File: src/rtl/frame_color_stats.sv
// frame_color_stats
//   Per-frame colour statistics for the camera pixel stream, in the Pclock domain.
//   Counts red-, green- and blue-dominant RGB444 pixels over one frame. At the end of
//   the frame it picks the dominant colour and publishes it with a valid/ack handshake.
//
//   Ports
//     Pclock       in   pixel clock
//     Reset        in   synchronous active-high reset
//     PixelData    in   RGB444 pixel {R,G,B}
//     PAddress     in   pixel address X + Y*H_RES
//     WPixel       in   pixel valid strobe
//     Vsync        in   frame sync, high during vertical blanking
//     ResultAck    in   consumer acknowledge
//     Color        out  0 none, 1 red, 2 green, 3 blue
//     RCount       out  red-dominant pixels in the last published frame
//     GCount       out  green-dominant pixels in the last published frame
//     BCount       out  blue-dominant pixels in the last published frame
//     ResultValid  out  unacknowledged result present
//     Overrun      out  a result was overwritten before being acked (sticky until ack)
//
//   state      | meaning
//   WAIT_FRAME | idle, waiting for a Vsync fall to start a frame
//   ACCUM      | counting dominant pixels until Vsync rises
//   COMPARE    | pick the winning channel from the counters
//   PUBLISH    | load result registers and raise ResultValid
module frame_color_stats #(
   parameter int          H_RES      = 176,
   parameter int          V_RES      = 144,
   parameter logic [3:0]  MIN_LEVEL  = 4'd8,
   parameter logic [14:0] MIN_PIXELS = 15'd500
) (
   input  logic        Pclock,
   input  logic        Reset,
   input  logic [11:0] PixelData,
   input  logic [14:0] PAddress,
   input  logic        WPixel,
   input  logic        Vsync,
   input  logic        ResultAck,
   output logic [1:0]  Color,
   output logic [14:0] RCount,
   output logic [14:0] GCount,
   output logic [14:0] BCount,
   output logic        ResultValid,
   output logic        Overrun
);

   localparam logic [14:0] N_PIX   = 15'(H_RES * V_RES);
   localparam logic [14:0] CNT_MAX = 15'h7FFF;

   typedef enum logic [1:0] {WAIT_FRAME, ACCUM, COMPARE, PUBLISH} state_e;

   state_e      state_q, state_d;
   logic        vsync_prev_q;
   logic [14:0] r_cnt_q, r_cnt_d, g_cnt_q, g_cnt_d, b_cnt_q, b_cnt_d;
   logic [1:0]  win_q, win_d;
   logic [1:0]  color_q, color_d;
   logic [14:0] rcount_q, rcount_d, gcount_q, gcount_d, bcount_q, bcount_d;
   logic        valid_q, valid_d;
   logic        over_q, over_d;

   logic        fall, rise;
   logic [3:0]  r_px, g_px, b_px;
   logic        pix_ok, is_r, is_g, is_b;

   assign fall = !Vsync && vsync_prev_q;
   assign rise = Vsync && !vsync_prev_q;

   assign r_px = PixelData[11:8];
   assign g_px = PixelData[7:4];
   assign b_px = PixelData[3:0];

   // Equal top channels fail the strict compares, so such pixels count nowhere.
   assign pix_ok = WPixel && (PAddress < N_PIX);
   assign is_r   = (r_px >= MIN_LEVEL) && (r_px > g_px) && (r_px > b_px);
   assign is_g   = (g_px >= MIN_LEVEL) && (g_px > r_px) && (g_px > b_px);
   assign is_b   = (b_px >= MIN_LEVEL) && (b_px > r_px) && (b_px > g_px);

   always_comb begin
      state_d  = state_q;
      r_cnt_d  = r_cnt_q;
      g_cnt_d  = g_cnt_q;
      b_cnt_d  = b_cnt_q;
      win_d    = win_q;
      color_d  = color_q;
      rcount_d = rcount_q;
      gcount_d = gcount_q;
      bcount_d = bcount_q;
      valid_d  = valid_q;
      over_d   = over_q;

      // Ack outside PUBLISH retires the result; inside PUBLISH the new result wins.
      if (ResultAck && valid_q && (state_q != PUBLISH)) begin
         valid_d = 1'b0;
         over_d  = 1'b0;
      end

      case (state_q)
         WAIT_FRAME: begin
            if (fall) begin
               r_cnt_d = '0;
               g_cnt_d = '0;
               b_cnt_d = '0;
               state_d = ACCUM;
            end
         end
         ACCUM: begin
            // A pixel arriving in the rise cycle still belongs to this frame.
            if (pix_ok) begin
               if (is_r && (r_cnt_q != CNT_MAX)) r_cnt_d = r_cnt_q + 15'd1;
               if (is_g && (g_cnt_q != CNT_MAX)) g_cnt_d = g_cnt_q + 15'd1;
               if (is_b && (b_cnt_q != CNT_MAX)) b_cnt_d = b_cnt_q + 15'd1;
            end
            if (rise) state_d = COMPARE;
         end
         COMPARE: begin
            if ((r_cnt_q > g_cnt_q) && (r_cnt_q > b_cnt_q) && (r_cnt_q >= MIN_PIXELS))
               win_d = 2'd1;
            else if ((g_cnt_q > r_cnt_q) && (g_cnt_q > b_cnt_q) && (g_cnt_q >= MIN_PIXELS))
               win_d = 2'd2;
            else if ((b_cnt_q > r_cnt_q) && (b_cnt_q > g_cnt_q) && (b_cnt_q >= MIN_PIXELS))
               win_d = 2'd3;
            else
               win_d = 2'd0;
            state_d = PUBLISH;
         end
         PUBLISH: begin
            color_d  = win_q;
            rcount_d = r_cnt_q;
            gcount_d = g_cnt_q;
            bcount_d = b_cnt_q;
            valid_d  = 1'b1;
            if (ResultAck)    over_d = 1'b0;
            else if (valid_q) over_d = 1'b1;
            state_d  = WAIT_FRAME;
         end
         default: state_d = WAIT_FRAME;
      endcase
   end

   always_ff @(posedge Pclock) begin
      if (Reset) begin
         state_q      <= WAIT_FRAME;
         vsync_prev_q <= 1'b0;
         r_cnt_q      <= '0;
         g_cnt_q      <= '0;
         b_cnt_q      <= '0;
         win_q        <= '0;
         color_q      <= '0;
         rcount_q     <= '0;
         gcount_q     <= '0;
         bcount_q     <= '0;
         valid_q      <= 1'b0;
         over_q       <= 1'b0;
      end else begin
         state_q      <= state_d;
         vsync_prev_q <= Vsync;
         r_cnt_q      <= r_cnt_d;
         g_cnt_q      <= g_cnt_d;
         b_cnt_q      <= b_cnt_d;
         win_q        <= win_d;
         color_q      <= color_d;
         rcount_q     <= rcount_d;
         gcount_q     <= gcount_d;
         bcount_q     <= bcount_d;
         valid_q      <= valid_d;
         over_q       <= over_d;
      end
   end

   assign Color       = color_q;
   assign RCount      = rcount_q;
   assign GCount      = gcount_q;
   assign BCount      = bcount_q;
   assign ResultValid = valid_q;
   assign Overrun     = over_q;

endmodule

File: config.mk
export PLATFORM = sky130hd
export DESIGN_NAME = frame_color_stats
export DESIGN_NICKNAME = d
export VERILOG_FILES = /design/src/rtl/frame_color_stats.sv
export SDC_FILE = /design/constraint.sdc
export NUM_CORES = 1
export LEC_CHECK = 0
export ABC_CLOCK_PERIOD_IN_PS = 3800
export CORE_MARGIN = 2
export CORE_UTILIZATION = 27
export CTS_BUF_LIST = sky130_fd_sc_hd__clkbuf_4
export DETAILED_ROUTE_END_ITERATION = 8
export PLACE_DENSITY = 0.55
export SLEW_MARGIN = 10
export SYNTH_ARGS = -nofsm -noshare
export SYNTH_HDL_FRONTEND = slang
export SYNTH_SLANG_ARGS = --single-unit
File: constraint.sdc
create_clock -name Pclock -period 3.8 [get_ports Pclock]
set_input_delay 1.14 -clock Pclock [delete_from_list [all_inputs] [get_ports Pclock]]
set_output_delay 1.14 -clock Pclock [all_outputs]
set_load 0.02 [all_outputs]
==> results of run 1 <==
==> cell families after synthesis <==
logic type / after synthesis / synth area share (%)
adder cells (fa/ha/maj): 67 / 14.5
flip-flops: 99 / 34.2
XOR/XNOR: 8 / 1.21
multiplexers: 49 / 8.48
buffers and inverters: 77 / 5.03
AO/OA/AOI/OAI: 138 / 15.6
AND/OR/NAND/NOR: 248 / 21.1
==> critical path: stages <==
cell                              delay [ps]
sky130_fd_sc_hd__clkdlybuf4s50_1         480
sky130_fd_sc_hd__inv_1                    50
sky130_fd_sc_hd__ha_1                    290
sky130_fd_sc_hd__nor2b_1                 140
sky130_fd_sc_hd__o21a_1                  170
sky130_fd_sc_hd__o21ai_0                 170
sky130_fd_sc_hd__o211ai_1                210
sky130_fd_sc_hd__or3_1                   540
sky130_fd_sc_hd__or4_1                   520
sky130_fd_sc_hd__o31ai_1                  70
==> layer usage <==
layer	vias to the layer above	global-route usage, %	part of all wire [%]
met4	0	4.81	1.7
met1	2320	19.6	49
met5	-	0	0
met3	18	2.85	4.6
li1	2625	-	-
met2	104	23.1	45
==> state kept, by name (all words and copies together), names as in the netlist <==
signal	cells
BCount	15
Color	2
GCount	15
Overrun	1
RCount	15
ResultValid	1
b_cnt_q	15
g_cnt_q	15
r_cnt_q	15
state_q	2
vsync_prev_q	1
win_q	2
==> synthesized netlist by cell type, types with 4 or more instances <==
cell	count	area, sq um
sky130_fd_sc_hd__nor2b_1	7	43.8
sky130_fd_sc_hd__nand4_1	23	144
sky130_fd_sc_hd__nor2_1	83	312
sky130_fd_sc_hd__and3_1	6	37.5
sky130_fd_sc_hd__o21a_1	7	52.6
sky130_fd_sc_hd__inv_1	46	173
sky130_fd_sc_hd__buf_1	5	18.8
sky130_fd_sc_hd__nand3b_1	4	30.0
sky130_fd_sc_hd__dfxtp_1	99	1980
sky130_fd_sc_hd__a31oi_1	12	75.1
sky130_fd_sc_hd__clkbuf_1	21	78.8
sky130_fd_sc_hd__nand2_1	42	158
sky130_fd_sc_hd__o21ai_0	20	100
sky130_fd_sc_hd__a211oi_1	4	30.0
sky130_fd_sc_hd__xnor2_1	8	70.1
sky130_fd_sc_hd__nor4_1	9	56.3
sky130_fd_sc_hd__mux2i_1	48	480
sky130_fd_sc_hd__ha_1	67	838
sky130_fd_sc_hd__o31ai_1	9	67.6
sky130_fd_sc_hd__a21oi_1	47	235
sky130_fd_sc_hd__o211ai_1	4	30.0
sky130_fd_sc_hd__nand2b_1	4	25.0
sky130_fd_sc_hd__nor3_1	13	65.1
sky130_fd_sc_hd__nand3_1	30	150
sky130_fd_sc_hd__o21ai_1	10	50.1
sky130_fd_sc_hd__or3_1	10	62.6
==> worst paths after layout <==
| path | from | slack, ps | cells past startpoint | to |
|---|---|---|---|---|
| setup reg to reg | b_cnt_q[1] | 1290 | 7 | b_cnt_q[0] |
| hold reg to reg | RCount[1] | 510 | 2 | RCount[1] |
| setup / recovery | PixelData[5] | 440 | 10 | g_cnt_q[10] |
| hold / removal | RCount[1] | 510 | 2 | RCount[1] |
==> power by group <==
part           leakage (nW)  internal, W  switching [W]  total (W)
Clock                0.0705     0.000212       0.000358   0.000570
Sequential            0.798      0.00105      0.0000163    0.00107
Combinational          1.64     0.000235       0.000355   0.000591
Total                  2.51      0.00150       0.000730    0.00223
==> metrics by stage <==
| step | setup TNS, ps | hold slack, ps | total power (W) |
|---|---|---|---|
| 4_1_cts | 0 | 512 | 0.00226 |
| 5_1_grt | 0 | 532 | 0.00236 |
| 6_report | 0 | 505 | 0.00223 |
| 3_3_place_gp | -115 | 476 | 0.00168 |
| 3_5_place_dp | -172 | 481 | 0.00168 |
| 2_1_floorplan | 0 | 449 | 0.00145 |
==> area by class of cell <==
type	instances	area (sq um)
sequential	99	1980
clock inverter	5	53.8
inverter	49	184
multi-input combinational	510	3530
fill	2200	14000
antenna	1	2.50
timing repair buffer	89	856
clock buffer	11	82.6
tap	275	344
==> implementation parameters, run 1 <==
Parameter                              Value

Power
  Reported leakage power    between 2 and 3 nW
  Power per cell area    about 320 mW/mm^2
  Max VDD drop    roughly 120 uV

Timing
  Final count of hold timing violations    0
  Final setup vio count    0
  Final Max Slew Viols    0
  Clock skew after layout    33.0 ps
  Final critical-path share of the clock period    about nine tenths
  Worst-case headroom to the max-slew limit    a little under half
  Smallest setup slack after layout    ~440 ps
  Clock period minus worst slack    between 3000 and 4000 ps
  Max Fclk    0.297 GHz
  Worst Max-Slew Pin Slew    roughly 780 ps
  Unrepaired setup endpoints after global routing    no

Floorplanning
  Num ports    81
  Area enclosed by the die boundary    ~0.023 sq mm
  Die extent in x    151 um
  Initial Util    27.6%
  Die Y-Extent    151 um
  Core Box Area    approximately 0.021 sq mm
  Num rows    53

Synthesis
  Netlist cell types    58
  Post-synthesis area per instance    8.45 sq um
  Warnings from Yosys    0
  Cells after synthesis    approximately 700
  Synth async-reset ratio    0%
  Syn Nets    around 790
  Count of flip-flops with a built-in enable after synthesis    0
  Synth Register Bits    99
  Fraction of the yosys area taken by sequential cells    around a third
  Post-synth top flop    sky130_fd_sc_hd__dfxtp_1
  Area of the mapped netlist    a little under 0.006 sq mm

Layout
  Number of nets in the layout    ~860
  Post-Layout Inst Area    around 0.0070 sq mm
  Area growth syn-to-layout    21.3%
  Leading cell type in the layout, fill and taps excluded    sky130_fd_sc_hd__dfxtp_1
  Final core area utilization    around a third
  Highest-count cells in the layout ignoring fill and taps    sky130_fd_sc_hd__dfxtp_1, sky130_fd_sc_hd__nor2_1, sky130_fd_sc_hd__clkdlybuf4s50_1
  Fraction of final layout cells sized beyond drive strength 1    around 6.3%
  Post-route non-filler standard cell count    1039

GRT
  GRT Overall Usage    about 15%
  Antenna violations before repair    1
  Via count of the first global-routing pass    4901
  Total gr overflow    0
  Maximum number of pins on one net before global-route repair    between 40 and 50
  First-pass GRT wire length    around 26000 um

Clock network
  Clock sink count    99
  Number of levels in the clock H-tree    3
  CTS Buf Count    9
  Post-CTS Hold Fix Bufs    0
  Clock tree root driver cell    sky130_fd_sc_hd__clkbuf_4
  Clock-pin slew on the worst setup and hold paths    about 150 ps
  Number of setup buffers added after CTS    0
  Post-cts resize count    0
  Number of buffers between clock root and the deepest sink    2
  Clk Latency, worst-skew pair    approximately 500 ps
  TritonCTS clock tree    yes

Critical path
  Start-to-end type of the worst setup path    in -> reg
  Required time of the critical path    about 4200 ps
  Critical Path End Type    register
  Nature of the critical path startpoint    input port
  Largest fanout of any net on the critical path    7
  Arrival time of data at the critical path endpoint    between 3000 and 4000 ps

Drt
  Vias per inst    a little under 5
  Number of search-and-repair iterations in the first detailed-routing pass    5
  Wirelength per Cell    15.1 um
  Remaining design rule violation count    0
  Drt initial violations    roughly 270
  Antenna-violating nets left    0
  Routed vias    5067
  Aggregate routed wire length    between 15000 and 20000 um

Place
  HPWL Detailed    11800 um
  Number of buffer cells added on primary ports    72
  Post-Place Worst Slack    -75.0 ps
  Total cell area at the placement stage    0.00689 sq mm
  Placed cell count    1022
  Final weighted congestion of routability-driven global placement    slightly above 0.8

Worst hold path
  Type of the worst min-delay path    reg -> reg

Status
  Outcome    finished clean

Flow run
  Maxcap violations    0
No activity file was read; power rests on OpenSTA's default activity.
==> inputs of run 2 (changes only) <==
CTS_BUF_LIST = sky130_fd_sc_hd__clkbuf_4 sky130_fd_sc_hd__clkbuf_8   (was sky130_fd_sc_hd__clkbuf_4)
SLEW_MARGIN = 20   (was 10)
==> run 2 against run 1 <==
Against the previous run:
- register-to-register slack improved by 20 ps
- cell count about the same
- sequential cell count unchanged
- critical path type unchanged
- critical endpoint unchanged
- largest cell class unchanged
==> implementation parameters, run 2 (synthesis results as in run 1) <==
Parameter                              Value

Floorplanning
  Die Y-Extent    151 um (unchanged)
  Area enclosed by the die boundary    0.0227 sq mm (unchanged)
  Num ports    81 (unchanged)
  Initial Util    27.6% (unchanged)
  Core Box Area    0.0210 sq mm (unchanged)
  Die extent in x    151 um (unchanged)
  Num rows    53 (unchanged)

Timing
  Worst-case headroom to the max-slew limit    47.7% (about the same)
  Final setup vio count    0 (unchanged)
  Final Max Slew Viols    0 (unchanged)
  Max Fclk    0.289 GHz (was 0.297 GHz)
  Worst Max-Slew Pin Slew    778 ps (about the same)
  Unrepaired setup endpoints after global routing    no (unchanged)
  Final count of hold timing violations    0 (unchanged)
  Smallest setup slack after layout    343 ps (was 436 ps)
  Clock period minus worst slack    3460 ps (was 3360 ps)
  Worst hold slack across all endpoints    496 ps (was 505 ps)
  Final critical-path share of the clock period    91.0% (was 88.5%)
  Clock skew after layout    22.1 ps (was 33.0 ps)

Drt
  Antenna-violating nets left    0 (unchanged)
  Number of search-and-repair iterations in the first detailed-routing pass    4 (was 5)
  Remaining design rule violation count    0 (unchanged)
  Routed vias    5081 (was 5067)
  Drt initial violations    314 (was 271)
  Aggregate routed wire length    15800 um (was 15700 um)
  Wirelength per Cell    15.2 um (was 15.1 um)
  Vias per inst    4.89 (was 4.88)

Clock network
  Clock sink count    99 (unchanged)
  Post-cts resize count    0 (unchanged)
  Clock tree root driver cell    sky130_fd_sc_hd__clkbuf_8 (was sky130_fd_sc_hd__clkbuf_4)
  Number of levels in the clock H-tree    3 (unchanged)
  Clock-pin slew on the worst setup and hold paths    100 ps (was 150 ps)
  Post-CTS Hold Fix Bufs    0 (unchanged)
  TritonCTS clock tree    yes (unchanged)
  Number of buffers between clock root and the deepest sink    2 (unchanged)
  CTS Buf Count    9 (unchanged)
  Number of setup buffers added after CTS    0 (unchanged)
  Clk Latency, worst-skew pair    400 ps (was 500 ps)

Critical path
  Arrival time of data at the critical path endpoint    3770 ps (was 3790 ps)
  Critical Path End Type    register (unchanged)
  Start-to-end type of the worst setup path    in -> reg (unchanged)
  Largest fanout of any net on the critical path    7 (unchanged)
  CP Buf/Inv Count    2 (unchanged)
  Slowest cell delay on critical path    540 ps (about the same)
  Launching point of the worst reg2reg path    g_cnt_q[0] (was b_cnt_q[1])
  Crit-path cells    clkdlybuf4s50_1, inv_1, ha_1, nor2b_1, o21a_1, o21ai_0, o211ai_1, or3_1, or4_1, o31ai_1 (unchanged)
  Required time of the critical path    4120 ps (was 4220 ps)
  Nature of the critical path startpoint    input port (unchanged)
  Highest-delay cell along the critical path    sky130_fd_sc_hd__or3_1 (unchanged)
  Critical Path Source    PixelData[5] (unchanged)
  Largest delay contributor family on the critical path    simple AND/OR/NAND/NOR gates (unchanged)

Power
  Reported leakage power    2.53 nW (was 2.51 nW)
  Total Power    0.00237 W (was 0.00223 W)
  Max VDD drop    138 uV (was 120 uV)
  Power per cell area    334 mW/mm^2 (was 317 mW/mm^2)

GRT
  First-pass GRT wire length    25700 um (was 25600 um)
  Maximum number of pins on one net before global-route repair    48 (unchanged)
  Via count of the first global-routing pass    4907 (was 4901)
  Antenna violations before repair    0 (was 1)
  GRT Overall Usage    14.5% (about the same)
  Total gr overflow    0 (unchanged)

Place
  Final weighted congestion of routability-driven global placement    0.819 (unchanged)
  Number of buffer cells added on primary ports    72 (unchanged)
  Post-Place Worst Slack    -75.0 ps (unchanged)
  HPWL Detailed    11800 um (unchanged)

Worst hold path
  Launch instance of the worst min-delay path    RCount[1] (unchanged)
  Type of the worst min-delay path    reg -> reg (unchanged)

Layout
  Leading cell type in the layout, fill and taps excluded    sky130_fd_sc_hd__dfxtp_1 (unchanged)
  Antenna diode instance count    0 (was 1)
  Number of nets in the layout    857 (unchanged)
  Highest-count cells in the layout ignoring fill and taps    sky130_fd_sc_hd__dfxtp_1, sky130_fd_sc_hd__nor2_1, sky130_fd_sc_hd__clkdlybuf4s50_1 (unchanged)
  Fraction of final layout cells sized beyond drive strength 1    6.42% (was 6.29%)
  Final core area utilization    33.8% (was 33.5%)
  Area growth syn-to-layout    22.4% (was 21.3%)

Status
  Outcome    finished clean (unchanged)

Flow run
  Maxcap violations    0 (unchanged)
## run 2: changes by cell type in the layout (fill, tap and decap cells not counted)
cell,before,now
sky130_fd_sc_hd__clkbuf_4,11,2
sky130_fd_sc_hd__diode_2,1,0
sky130_fd_sc_hd__clkbuf_8,0,10
sky130_fd_sc_hd__clkinv_1,3,2
## run 2: stage by stage
step | cell area, sq um | setup TNS (ps) | instances
5_1_grt | 7100 | 0 | 1038
6_report | 7100 | 0 | 1038
2_1_floorplan | 5800 | 0 | 686
3_3_place_gp | 6890 | -115 | 1022
3_5_place_dp | 6890 | -172 | 1022
4_1_cts | 7100 | 0 | 1038
## run 2: report_power, final
group | switching [W] | internal, W | leakage, nW
clock network | 0.000374 | 0.000336 | 0.0994
registers | 0.0000163 | 0.00105 | 0.798
logic | 0.000356 | 0.000235 | 1.64
## run 2: final cells by class
type	instances	area [sq um]
clock buffers	12	153
fillers	2195	13900
multi-input cells	510	3530
flip-flops and latches	99	1980
inverters	49	184
repair buffers	89	856
well taps	275	344
clock inverters	4	50.0
## run 2: worst paths after layout
path	to	slack [ps]	cells past startpoint
min reg2reg	RCount[1]	500	2
max	g_cnt_q[10]	340	10
max reg2reg	g_cnt_q[10]	1310	8
min	RCount[1]	500	2
## run 2: worst register-to-register path, stage by stage (launching register included)
cell and delay (ps):
sky130_fd_sc_hd__dfxtp_1 370, sky130_fd_sc_hd__ha_1 240, sky130_fd_sc_hd__nand3_1 170, sky130_fd_sc_hd__nor3_1 120, sky130_fd_sc_hd__and3_1 230, sky130_fd_sc_hd__and2_1 180, sky130_fd_sc_hd__or3_1 520, sky130_fd_sc_hd__or4_1 520
sky130_fd_sc_hd__o31ai_1 70
## run 2: routing by layer
layer  vias up  share of wire [%]  routed length [um]  GRT usage [%]
met5         -                  0                   0              0
met4         0                1.4                 227           4.10
met3        19                4.9                 775           3.45
met2       105                 45                7120           23.1
met1      2342                 49                7660           19.6
li1       2615                  -                   -              -
